## config.mk

```make
export PLATFORM = sky130hd
export DESIGN_NAME = ship_ctrl
export DESIGN_NICKNAME = d
export VERILOG_FILES = /design/src/rtl/warblade_pkg.sv /design/src/rtl/frame_tick_gen.sv /design/src/rtl/ship_ctrl.sv
export SDC_FILE = /design/constraint.sdc
export NUM_CORES = 1
export LEC_CHECK = 0
export BUFFER_PORTS_ARGS = -buffer_cell sky130_fd_sc_hd__buf_2
export CELL_PAD_IN_SITES_DETAIL_PLACEMENT = 0
export CELL_PAD_IN_SITES_GLOBAL_PLACEMENT = 1
export CORE_ASPECT_RATIO = 0.75
export CORE_UTILIZATION = 30
export CTS_CLUSTER_SIZE = 10
export DETAILED_ROUTE_END_ITERATION = 10
export PLACE_DENSITY = 0.59
export SYNTH_ARGS = -nofsm -noshare
export SYNTH_HDL_FRONTEND = slang
export SYNTH_SLANG_ARGS = --single-unit
export TNS_END_PERCENT = 5
```

## constraint.sdc

```tcl
create_clock -name pclk -period 4.1 [get_ports pclk]
set_input_delay 0.41 -clock pclk [delete_from_list [all_inputs] [get_ports pclk]]
set_output_delay 0.41 -clock pclk [all_outputs]
set_load 0.02 [all_outputs]
```

## src/rtl/warblade_pkg.sv

```systemverilog
// Shared constants and types for the warblade sprite controllers.
package warblade_pkg;

  localparam int unsigned SCREEN_W  = 1024;
  localparam int unsigned SHIP_W    = 48;
  localparam int unsigned SHIP_YPOS = 680;
  localparam int unsigned SHIP_H    = 64;
  localparam int unsigned XPOS_W    = 12;
  // Rightmost legal left edge of the ship sprite.
  localparam int unsigned X_MAX     = SCREEN_W - SHIP_W;

  typedef enum logic [1:0] {
    StAlive,
    StDying,
    StInvuln,
    StGameOver
  } ship_state_e;

  typedef enum logic [1:0] {
    DirNone,
    DirLeft,
    DirRight
  } dir_e;

endpackage

```

## src/rtl/frame_tick_gen.sv

```systemverilog
// Rising-edge detector on vertical blank: one-cycle registered pulse per frame.
module frame_tick_gen (
  input  logic clk,
  input  logic rst,
  input  logic vblnk,
  output logic frame_tick
);

  logic vblnk_q;
  logic tick_q;

  // vblnk_q resets high so a vblnk already high at reset does not produce a tick.
  always_ff @(posedge clk) begin
    if (rst) begin
      vblnk_q <= 1'b1;
      tick_q  <= 1'b0;
    end else begin
      vblnk_q <= vblnk;
      tick_q  <= vblnk & ~vblnk_q;
    end
  end

  assign frame_tick = tick_q;

endmodule

```

## src/rtl/ship_ctrl.sv

```systemverilog
// Player ship controller: per-frame horizontal movement and life-cycle FSM.
module ship_ctrl
  import warblade_pkg::*;
#(
  parameter int unsigned X_START       = 488,
  parameter int unsigned MAX_SPEED     = 8,
  parameter int unsigned ACCEL_FRAMES  = 4,
  parameter int unsigned LIVES         = 3,
  parameter int unsigned DEATH_FRAMES  = 60,
  parameter int unsigned INVULN_FRAMES = 120,
  parameter int unsigned BLINK_PERIOD  = 8
) (
  input  logic              pclk,
  input  logic              rst,
  input  logic              vblnk,
  input  logic              btn_left,
  input  logic              btn_right,
  input  logic              btn_start,
  input  logic              hit,
  output logic [XPOS_W-1:0] xpos,
  output logic              ship_visible,
  output logic              invuln,
  output logic [1:0]        lives,
  output logic              game_over,
  output logic              frame_tick
);

  localparam int unsigned SpW      = $clog2(MAX_SPEED + 1);
  localparam int unsigned HoldW    = (ACCEL_FRAMES > 1) ? $clog2(ACCEL_FRAMES) : 1;
  localparam int unsigned FcMax    = (INVULN_FRAMES > DEATH_FRAMES) ? INVULN_FRAMES : DEATH_FRAMES;
  localparam int unsigned FcW      = $clog2(FcMax);
  localparam int unsigned BlinkBit = $clog2(BLINK_PERIOD);
  localparam int unsigned ExtW     = XPOS_W + 1;

  ship_state_e       state_q, state_d;
  logic [FcW-1:0]    frame_cnt_q, frame_cnt_d;
  logic [XPOS_W-1:0] xpos_q, xpos_d;
  logic [SpW-1:0]    speed_q, speed_d;
  logic [HoldW-1:0]  hold_q, hold_d;
  dir_e              prev_dir_q, prev_dir_d;
  logic [1:0]        lives_q, lives_d;
  logic              vis_q, vis_d;
  logic              invuln_q, invuln_d;
  logic              game_over_q, game_over_d;

  dir_e              dir;
  logic [SpW-1:0]    mv_step;
  logic [SpW-1:0]    mv_speed;
  logic [HoldW-1:0]  mv_hold;
  logic [XPOS_W-1:0] mv_xpos;
  logic [ExtW-1:0]   x_ext;
  logic [ExtW-1:0]   s_ext;

  frame_tick_gen u_frame_tick_gen (
    .clk        (pclk),
    .rst        (rst),
    .vblnk      (vblnk),
    .frame_tick (frame_tick)
  );

  // Candidate movement result for this frame; only committed on a tick in a movable state.
  always_comb begin
    dir = DirNone;
    if (btn_left && !btn_right) begin
      dir = DirLeft;
    end else if (btn_right && !btn_left) begin
      dir = DirRight;
    end

    mv_speed = speed_q;
    mv_hold  = hold_q;
    mv_step  = speed_q;
    if (dir == DirNone) begin
      mv_speed = SpW'(1);
      mv_hold  = '0;
      mv_step  = '0;
    end else if (dir != prev_dir_q) begin
      mv_speed = SpW'(1);
      mv_hold  = '0;
      mv_step  = SpW'(1);
    end else if (hold_q == HoldW'(ACCEL_FRAMES - 1)) begin
      // Each speed lasts ACCEL_FRAMES held frames; the step after that uses the new speed.
      mv_hold  = '0;
      mv_speed = (speed_q >= SpW'(MAX_SPEED)) ? SpW'(MAX_SPEED) : speed_q + 1'b1;
      mv_step  = mv_speed;
    end else begin
      mv_hold  = hold_q + 1'b1;
      mv_step  = speed_q;
    end

    // Clamp in one extra bit so neither edge can wrap.
    x_ext   = {1'b0, xpos_q};
    s_ext   = ExtW'(mv_step);
    mv_xpos = xpos_q;
    if (dir == DirLeft) begin
      mv_xpos = (x_ext < s_ext) ? '0 : XPOS_W'(x_ext - s_ext);
    end else if (dir == DirRight) begin
      mv_xpos = (x_ext + s_ext > ExtW'(X_MAX)) ? XPOS_W'(X_MAX) : XPOS_W'(x_ext + s_ext);
    end
  end

  // Next-state logic: life cycle transitions, frame counting and movement commit.
  always_comb begin
    state_d     = state_q;
    frame_cnt_d = frame_cnt_q;
    xpos_d      = xpos_q;
    speed_d     = speed_q;
    hold_d      = hold_q;
    prev_dir_d  = prev_dir_q;
    lives_d     = lives_q;

    unique case (state_q)
      StAlive: begin
        if (hit) begin
          lives_d     = lives_q - 2'd1;
          state_d     = (lives_q == 2'd1) ? StGameOver : StDying;
          frame_cnt_d = '0;
        end else if (frame_tick) begin
          xpos_d      = mv_xpos;
          speed_d     = mv_speed;
          hold_d      = mv_hold;
          prev_dir_d  = dir;
          frame_cnt_d = frame_cnt_q + 1'b1;
        end
      end
      StDying: begin
        if (frame_tick) begin
          if (frame_cnt_q == FcW'(DEATH_FRAMES - 1)) begin
            state_d     = StInvuln;
            frame_cnt_d = '0;
            xpos_d      = XPOS_W'(X_START);
            speed_d     = SpW'(1);
            hold_d      = '0;
            prev_dir_d  = DirNone;
          end else begin
            frame_cnt_d = frame_cnt_q + 1'b1;
          end
        end
      end
      StInvuln: begin
        if (frame_tick) begin
          xpos_d     = mv_xpos;
          speed_d    = mv_speed;
          hold_d     = mv_hold;
          prev_dir_d = dir;
          if (frame_cnt_q == FcW'(INVULN_FRAMES - 1)) begin
            state_d     = StAlive;
            frame_cnt_d = '0;
          end else begin
            frame_cnt_d = frame_cnt_q + 1'b1;
          end
        end
      end
      StGameOver: begin
        if (frame_tick && btn_start) begin
          state_d     = StInvuln;
          frame_cnt_d = '0;
          lives_d     = 2'(LIVES);
          xpos_d      = XPOS_W'(X_START);
          speed_d     = SpW'(1);
          hold_d      = '0;
          prev_dir_d  = DirNone;
        end
      end
      default: state_d = StAlive;
    endcase
  end

  // Output decode from the next state so every output is a plain register.
  always_comb begin
    vis_d       = 1'b1;
    invuln_d    = 1'b0;
    game_over_d = 1'b0;
    unique case (state_d)
      StDying:    vis_d = 1'b0;
      StInvuln: begin
        invuln_d = 1'b1;
        vis_d    = ~frame_cnt_d[BlinkBit];
      end
      StGameOver: begin
        game_over_d = 1'b1;
        vis_d       = 1'b0;
      end
      default: ;
    endcase
  end

  // State and output registers with synchronous reset.
  always_ff @(posedge pclk) begin
    if (rst) begin
      state_q     <= StAlive;
      frame_cnt_q <= '0;
      xpos_q      <= XPOS_W'(X_START);
      speed_q     <= SpW'(1);
      hold_q      <= '0;
      prev_dir_q  <= DirNone;
      lives_q     <= 2'(LIVES);
      vis_q       <= 1'b1;
      invuln_q    <= 1'b0;
      game_over_q <= 1'b0;
    end else begin
      state_q     <= state_d;
      frame_cnt_q <= frame_cnt_d;
      xpos_q      <= xpos_d;
      speed_q     <= speed_d;
      hold_q      <= hold_d;
      prev_dir_q  <= prev_dir_d;
      lives_q     <= lives_d;
      vis_q       <= vis_d;
      invuln_q    <= invuln_d;
      game_over_q <= game_over_d;
    end
  end

  assign xpos         = xpos_q;
  assign ship_visible = vis_q;
  assign invuln       = invuln_q;
  assign lives        = lives_q;
  assign game_over    = game_over_q;

endmodule

```

==> results of run 1 <==
[how the worst max path moves through the flow]
stage / startpoint / end / slack, ns / cells after the start
6_report: speed_q[0] / xpos[1] / 0.36 / 13
3_5_place_dp: btn_right / xpos[1] / 0.22 / 15
3_3_place_gp: btn_left / xpos[1] / 0.27 / 14
2_1_floorplan: speed_q[0] / xpos[2] / 0.67 / 13
5_1_grt: speed_q[0] / xpos[1] / 0.07 / 13
4_1_cts: speed_q[0] / xpos[1] / 0.32 / 13
[cell usage after synthesis (5+ instances only)]
cell / count / share of area [%]
nor2_1: 33 / 4.4
nand2_1: 20 / 2.7
dfxtp_1: 36 / 26
o21ai_0: 19 / 3.4
nand3_1: 8 / 1.4
a21oi_1: 37 / 6.6
nand2b_1: 5 / 1.1
nor4_1: 8 / 1.8
nor2b_1: 10 / 2.2
ha_1: 15 / 6.7
a31oi_1: 11 / 2.5
xnor2_1: 7 / 2.2
nor3_1: 8 / 1.4
clkbuf_1: 11 / 1.5
inv_1: 21 / 2.8
[power by group through the flow]
stage          Sequential, mW  Combinational [mW]  Clock (mW)
2_1_floorplan           0.371              0.0666           0
3_3_place_gp            0.372              0.0939           0
3_5_place_dp            0.373              0.0936           0
4_1_cts                 0.365              0.0938       0.452
5_1_grt                 0.366               0.105       0.465
6_report                0.365              0.0934       0.438
[cells by family (layout without fill, tap and decap cells)]
| logic type | after synthesis | after routing | share of synthesized area [%] |
|---|---|---|---|
| buffers and inverters | 42 | 61 | 6.33 |
| AO/OA/AOI/OAI | 124 | 124 | 30.4 |
| AND/OR/NAND/NOR | 124 | 124 | 25.2 |
| multiplexers | 2 | 2 | 0.809 |
| adder cells (fa/ha/maj) | 17 | 17 | 8.18 |
| flip-flops | 36 | 36 | 25.9 |
| XOR/XNOR | 10 | 10 | 3.14 |
[stage by stage]
| stage | util, % | instances | instance area, µm² | hold slack [ns] |
|---|---|---|---|---|
| 2_1_floorplan | - | 355 | 2790 | 0.373 |
| 3_3_place_gp | 33.3 | 494 | 3020 | 0.375 |
| 3_5_place_dp | 33.3 | 494 | 3020 | 0.386 |
| 4_1_cts | 35.2 | 502 | 3180 | 0.311 |
| 5_1_grt | 35.2 | 502 | 3180 | 0.327 |
| 6_report | 35.2 | 502 | 3180 | 0.318 |
[registers in the layout, summed over array words and instances (netlist names)]
| name | cells |
|---|---|
| u_frame_tick_gen.vblnk_q | 1 |
| state_q | 2 |
| invuln | 1 |
| speed_q | 4 |
| lives | 2 |
| u_frame_tick_gen.frame_tick | 1 |
| frame_cnt_q | 7 |
| prev_dir_q | 2 |
| xpos | 12 |
| ship_visible | 1 |
| game_over | 1 |
| hold_q | 2 |
[metal layers]
| metal | wire (µm) | GRT usage, % | vias up |
|---|---|---|---|
| met3 | 301 | 3.71 | 8 |
| li1 | - | - | 1352 |
| met4 | 97 | 4.78 | 0 |
| met5 | 0 | 0 | - |
| met1 | 4330 | 26.0 | 1244 |
| met2 | 3070 | 24.5 | 60 |
[worst max-delay path: stages, from the launching register on]
cell       delay [ns]
dfxtp_1          0.39
inv_1            0.09
ha_1             0.28
and3b_1          0.19
o21ai_0          0.37
inv_1            0.15
fa_1             0.45
or2b_4           0.26
nand2b_4         0.05
or4_4            0.54
o2bb2ai_2        0.16
a221oi_4         0.41
o31a_1           0.18
nor3_1           0.05
[final cells by class]
| type | instances | area (µm²) | share of cell area, % |
|---|---|---|---|
| inverters | 24 | 90.1 | 2.83 |
| clock inverters | 2 | 35.0 | 1.10 |
| flip-flops and latches | 36 | 721 | 22.7 |
| multi-input cells | 277 | 1890 | 59.4 |
| clock buffers | 6 | 129 | 4.05 |
| repair buffers | 29 | 158 | 4.96 |
| well taps | 128 | 160 | 5.04 |
==> results.cfg, run 1 <==
[final_layout]
antenna_cells = 0
mostFrequentLayoutCells = a21oi_1, dfxtp_1, nor2_1, buf_2, inv_1
final_nets = 397
fill_cells = 967
drive_gt1_share_pct = 16.6
area_growth_pct = 14.2
final_common_cell = a21oi_1

[place]
gp_congestion = 0.848
dp_slack_ns = 0.217
place_hpwl_um = 5830
portBuffers = 24

[hold_path]
hold_depth = 2
hp-class = input pin to register
hp-start = vblnk
hold_end = u_frame_tick_gen.vblnk_q

[die]
coreArea_um2 = 9050
die_width_um = 113
die_h_um = 85.4
boundaryPins = 25
start_util_pct = 30.8
num_rows = 30
die_area_um2 = 9680

[sta]
tightestPinTransition_ns = 0.675
fin_crit_ns = 3.74
final.setup.tns_ns = 0
rsz0062_at_grt = no
relSlewSlack_pct = 55.0
finalSetupViolations = 0
clock.fmax_mhz = 268
min_period_over_period_pct = 91.2
slew_violations = 0
fin_skew_ns = 0.00915
hold_viol = 0
setup_slack_ns = 0.362

[clock_network]
post-cts-setup-buffers = 0
hold_buffers = 0
cts.repair.resized = 0
cts_tree = built
cts.sinks = 36
root_buffer = clkbuf_16
clock_latency_ns = 0.28
clk_pin_slew_ns = 0.06
cts-buffers-inserted = 5
htree_levels = 2
clockBufferDepth = 2

[yosys]
async_reset_ff_share_pct = 0
synthCells = 355
synth-seq-area-share_pct = 25.9
synth-edff-count = 0
synth_warnings = 0
synth_top_flop_cell = dfxtp_1
ys_types = 73
synth_nets = 379
ys_ff_latch = 36
synth_area_per_cell_um2 = 7.85
synth_area_um2 = 2790

[flow_run]
maxCapViolations = 0

[pwr]
p_per_area_nw_per_um2 = 282
internal-power_uw = 675
p_total_uw = 897
comb_power_share_pct = 10.4
p_leak_nw = 1.26
switching_share_pct = 24.7
p_clk_share_pct = 48.9
power.switching_uw = 222
share_seq_of_total_power_pct = 40.7
ir_drop_v = 0.000105

[worst_setup_path]
end_kind = register
r2r-end = xpos[1]
cp.arrival_ns = 3.87
critPathKind = register to register
r2r_start = speed_q[0]
rrSetupSlack_ns = 0.36
crit_fanout = 6
crit_path_start_kind = register
reg2reg_depth = 13
cp.required_ns = 4.23

[detailed_routing]
wl_per_cell_um = 15.5
firstDrtPassIters = 4
via_per_inst = 5.31
wl_um = 7800
num_vias = 2664
ant_nets = 0
post-route-drc-count = 0
drt_iter0_drc = 204

[global_routing]
grt_overflow = 0
grt_max_degree = 34
grt_usage_pct = 17.3
grt_pass1_wl_um = 12900
antenna_found_initial = 0
grt_pass1_vias = 2406

[outcome]
status = complete, no violations
No activity file was read; power rests on OpenSTA's default activity.
==> run 2: changes to the inputs <==
Settings changed: CORE_UTILIZATION 30 to 41, PLACE_DENSITY 0.59 to 0.76.
==> results.cfg, run 2 (same netlist as run 1, synthesis figures left out) <==
[global_routing]
grt_pass1_vias = 2429
grt_pass1_wl_um = 12400
antenna_found_initial = 0
grt_overflow = 0
grt_usage_pct = 21.9
grt_max_degree = 34

[pwr]
share_seq_of_total_power_pct = 50.9
p_total_uw = 716
p_per_area_nw_per_um2 = 236
switching_share_pct = 28.8
p_clk_share_pct = 36.1
ir_drop_v = 0.000154
comb_power_share_pct = 13.0
p_leak_nw = 1.22
power.switching_uw = 206
internal-power_uw = 510

[worst_setup_path]
cp.arrival_ns = 3.94
crit_path_start = speed_q[0]
path_cells = inv_1 > ha_1 > and3b_1 > o21ai_0 > inv_1 > fa_1 > or2b_4 > nand2b_4 > or4_4 > o2bb2ai_2 > a221oi_4 > o31a_1 > nor3_2
critPathKind = register to register
cp_common_cell = inv_1
crit_fanout = 6
crit_path_start_kind = register
r2r_start = speed_q[0]
cp.required_ns = 4.26
critPathSlowestCell = or4_4
cpPeakStageDelay_ns = 0.54
end_kind = register

[die]
coreArea_um2 = 6440
die_area_um2 = 7130
boundaryPins = 25
num_rows = 25
die_width_um = 97.2
die_h_um = 73.4
start_util_pct = 43.2

[clock_network]
htree_levels = 2
cts_tree = built
clockBufferDepth = 2
clk_pin_slew_ns = 0.08
cts.sinks = 36
root_buffer = clkbuf_8
cts-buffers-inserted = 5
clock_latency_ns = 0.29
cts.repair.resized = 0
hold_buffers = 0
post-cts-setup-buffers = 0

[sta]
finalSetupViolations = 0
slew_violations = 0
hold_viol = 0
final.setup.tns_ns = 0
relSlewSlack_pct = 55.6
fin_skew_ns = 0.0155
rsz0062_at_grt = no
fin_crit_ns = 3.78
tightestPinTransition_ns = 0.665
clock.fmax_mhz = 264
min_period_over_period_pct = 92.3

[flow_run]
maxCapViolations = 0

[detailed_routing]
wl_per_cell_um = 16.6
num_vias = 2762
wl_um = 7510
post-route-drc-count = 0
via_per_inst = 6.08
drt_iter0_drc = 190
ant_nets = 0
firstDrtPassIters = 4

[place]
place_hpwl_um = 5570
portBuffers = 24
gp_congestion = 0.980
placed_area_um2 = 2950

[final_layout]
fill_cells = 674
final_common_cell = a21oi_1
largest_reg_flops = 12
drive_gt1_share_pct = 16.1
antenna_cells = 0
finalInstanceArea_um2 = 3040
mostFrequentLayoutCells = a21oi_1, dfxtp_1, nor2_1, buf_2, inv_1
area_growth_pct = 8.98
final_nets = 396

[hold_path]
hp-class = input pin to register
hp-start = vblnk

[outcome]
status = complete, no violations
==> run 2: changes by cell type in the layout (fill, tap and decap cells not counted), sizes merged <==
| cell | before | now |
|---|---|---|
| bufinv | 1 | 0 |
| buf | 29 | 28 |
| clkbuf | 6 | 7 |
==> run 2: final timing paths <==
| kind | endpoint | slack (ns) | cells after the start |
|---|---|---|---|
| worst max-delay path | xpos[2] | 0.32 | 13 |
| worst min-delay path | u_frame_tick_gen.vblnk_q | 0.32 | 2 |
| worst max register to register | xpos[2] | 0.32 | 13 |
| worst min register to register | u_frame_tick_gen.frame_tick | 0.40 | 1 |
==> run 2: cell type report <==
type                            count  area (µm²)  share of cell area, %
Clock inverter                      1        8.76                  0.289
Sequential cell                    36         721                   23.7
Multi-Input combinational cell    277        1890                   62.2
Clock buffer                        7        76.3                   2.51
Inverter                           24        90.1                   2.97
Timing Repair Buffer               28         150                   4.95
Tap cell                           81         101                   3.34
==> run 2: power by group through the flow <==
| stage | sequential (mW) | combinational [mW] | clock (mW) |
|---|---|---|---|
| global placement | 0.372 | 0.0907 | 0 |
| detailed placement | 0.372 | 0.0918 | 0 |
| finish | 0.364 | 0.0932 | 0.258 |
| floorplan | 0.371 | 0.0666 | 0 |
| CTS | 0.364 | 0.0923 | 0.263 |
| global route | 0.366 | 0.103 | 0.276 |
==> run 2: worst max-delay path: cells and delay by family (launching register included) <==
family	cells	cell delay [ns]
DFF	1	0.38
adders and majority gates	2	0.73
buffers and inverters	2	0.24
AOI/OAI and AO/OA	4	1.21
and+or+nand+nor	5	1.10
==> run 2: layer usage <==
metal  vias to the layer above  wire length [µm]  part of all wire [%]  track usage, %
met5                         -                 0                     0               0
met2                       114              2970                    39            31.8
li1                       1340                 -                     -               -
met3                         8               507                   6.7            4.09
met4                         0                72                  0.96            5.47
met1                      1300              3970                    53            33.0
==> run 2: per-stage QoR <==
stage                     cells  worst slack (ns)  utilization, %  hold slack, ns
final                       454             0.316            47.1           0.324
after floorplan             355             0.666               -           0.373
after global placement      446             0.370            45.8           0.383
after detailed placement    446             0.200            45.8           0.387
after CTS                   454             0.311            47.1           0.325
after global routing        454            0.0254            47.1           0.333
==> run 3: changes to the inputs <==
Settings changed: GPL_ROUTABILITY_DRIVEN set to 0, PLACE_DENSITY 0.76 to 0.82.
==> results.cfg, run 3 (same netlist as run 1, synthesis figures left out) <==
[outcome]
status = complete, no violations

[worst_setup_path]
critPathKind = register to register
r2r-end = xpos[0]
end_kind = register
crit_fanout = 6
crit_path_start = speed_q[0]
cp.arrival_ns = 3.91
rrSetupSlack_ns = 0.33
r2r_start = speed_q[0]
crit_path_start_kind = register
reg2reg_depth = 13
cp.required_ns = 4.24

[clock_network]
cts-buffers-inserted = 5
clock_latency_ns = 0.28
root_buffer = clkbuf_8
cts.sinks = 36
cts_tree = built
hold_buffers = 0
clockBufferDepth = 2
clk_pin_slew_ns = 0.07
htree_levels = 2
cts.repair.resized = 0
post-cts-setup-buffers = 0

[global_routing]
grt_usage_pct = 21.4
grt_pass1_vias = 2520
grt_overflow = 0
antenna_found_initial = 0
grt_max_degree = 34
grt_pass1_wl_um = 12300

[place]
placed_cells = 446
place_hpwl_um = 5320
portBuffers = 24
dp_slack_ns = 0.139
placed_area_um2 = 2950

[sta]
fin_crit_ns = 3.77
slew_violations = 0
hold_viol = 0
setup_slack_ns = 0.328
holdWs_ns = 0.318
min_period_over_period_pct = 92.0
rsz0062_at_grt = no
final.setup.tns_ns = 0
fin_skew_ns = 0.00235
tightestPinTransition_ns = 0.632
finalSetupViolations = 0
clock.fmax_mhz = 265
relSlewSlack_pct = 57.8

[pwr]
p_leak_nw = 1.22
p_per_area_nw_per_um2 = 230
p_total_uw = 695
ir_drop_v = 0.000160

[detailed_routing]
drt_iter0_drc = 193
firstDrtPassIters = 4
num_vias = 2712
via_per_inst = 5.99
ant_nets = 0
wl_per_cell_um = 15.8
post-route-drc-count = 0
wl_um = 7160

[hold_path]
hp-class = input pin to register
hold_depth = 2
hold_end = u_frame_tick_gen.vblnk_q
hp-start = vblnk

[die]
die_h_um = 73.4
boundaryPins = 25
num_rows = 25
start_util_pct = 43.2
coreArea_um2 = 6440
die_width_um = 97.2
die_area_um2 = 7130

[final_layout]
seq_area_um2 = 721
antenna_cells = 0
area_growth_pct = 8.72
largest_reg_flops = 12
final_common_cell = a21oi_1
stdcell_count = 453
utilization_pct = 47.0
multi_input_area_um2 = 1890
mostFrequentLayoutCells = a21oi_1, dfxtp_1, nor2_1, buf_2, inv_1
final_nets = 396
fill_cells = 658
drive_gt1_share_pct = 16.1
finalInstanceArea_um2 = 3030

[flow_run]
maxCapViolations = 0
## run 3: power breakdown
group | internal [mW] | switching (mW) | total [mW]
Combinational | 0.0333 | 0.0586 | 0.0919
Sequential | 0.355 | 0.00929 | 0.364
Clock | 0.116 | 0.123 | 0.239
## run 3: worst max-delay path, stage by stage, from the launching register on
cell	delay, ns
dfxtp_1	0.40
inv_1	0.09
ha_1	0.28
and3b_1	0.19
o21ai_0	0.39
inv_1	0.16
fa_1	0.46
or2b_4	0.26
nand2b_4	0.05
or4_4	0.54
o2bb2ai_2	0.17
a221oi_4	0.40
or4b_1	0.17
a21oi_1	0.06
## run 3: cell type report
class	instances	area share, %
clock buffer	6	2.40
clock inverter	1	0.165
inverter	24	2.98
multi-input combinational	277	62.4
sequential	36	23.8
tap	81	3.35
timing repair buffer	28	4.96
## run 3: worst max-delay path by stage
stage	to	depth (start not counted)
CTS	xpos[2]	13
global placement	xpos[2]	14
finish	xpos[0]	13
floorplan	xpos[2]	13
detailed placement	xpos[2]	15
global route	xpos[1]	15
## run 3: layer usage
| layer | vias to the layer above | routed length, µm | GRT usage, % |
|---|---|---|---|
| met4 | 0 | 59 | 6.14 |
| li1 | 1342 | - | - |
| met3 | 7 | 439 | 4.95 |
| met1 | 1259 | 3810 | 31.1 |
| met2 | 104 | 2860 | 31.4 |
| met5 | - | 0 | 0 |
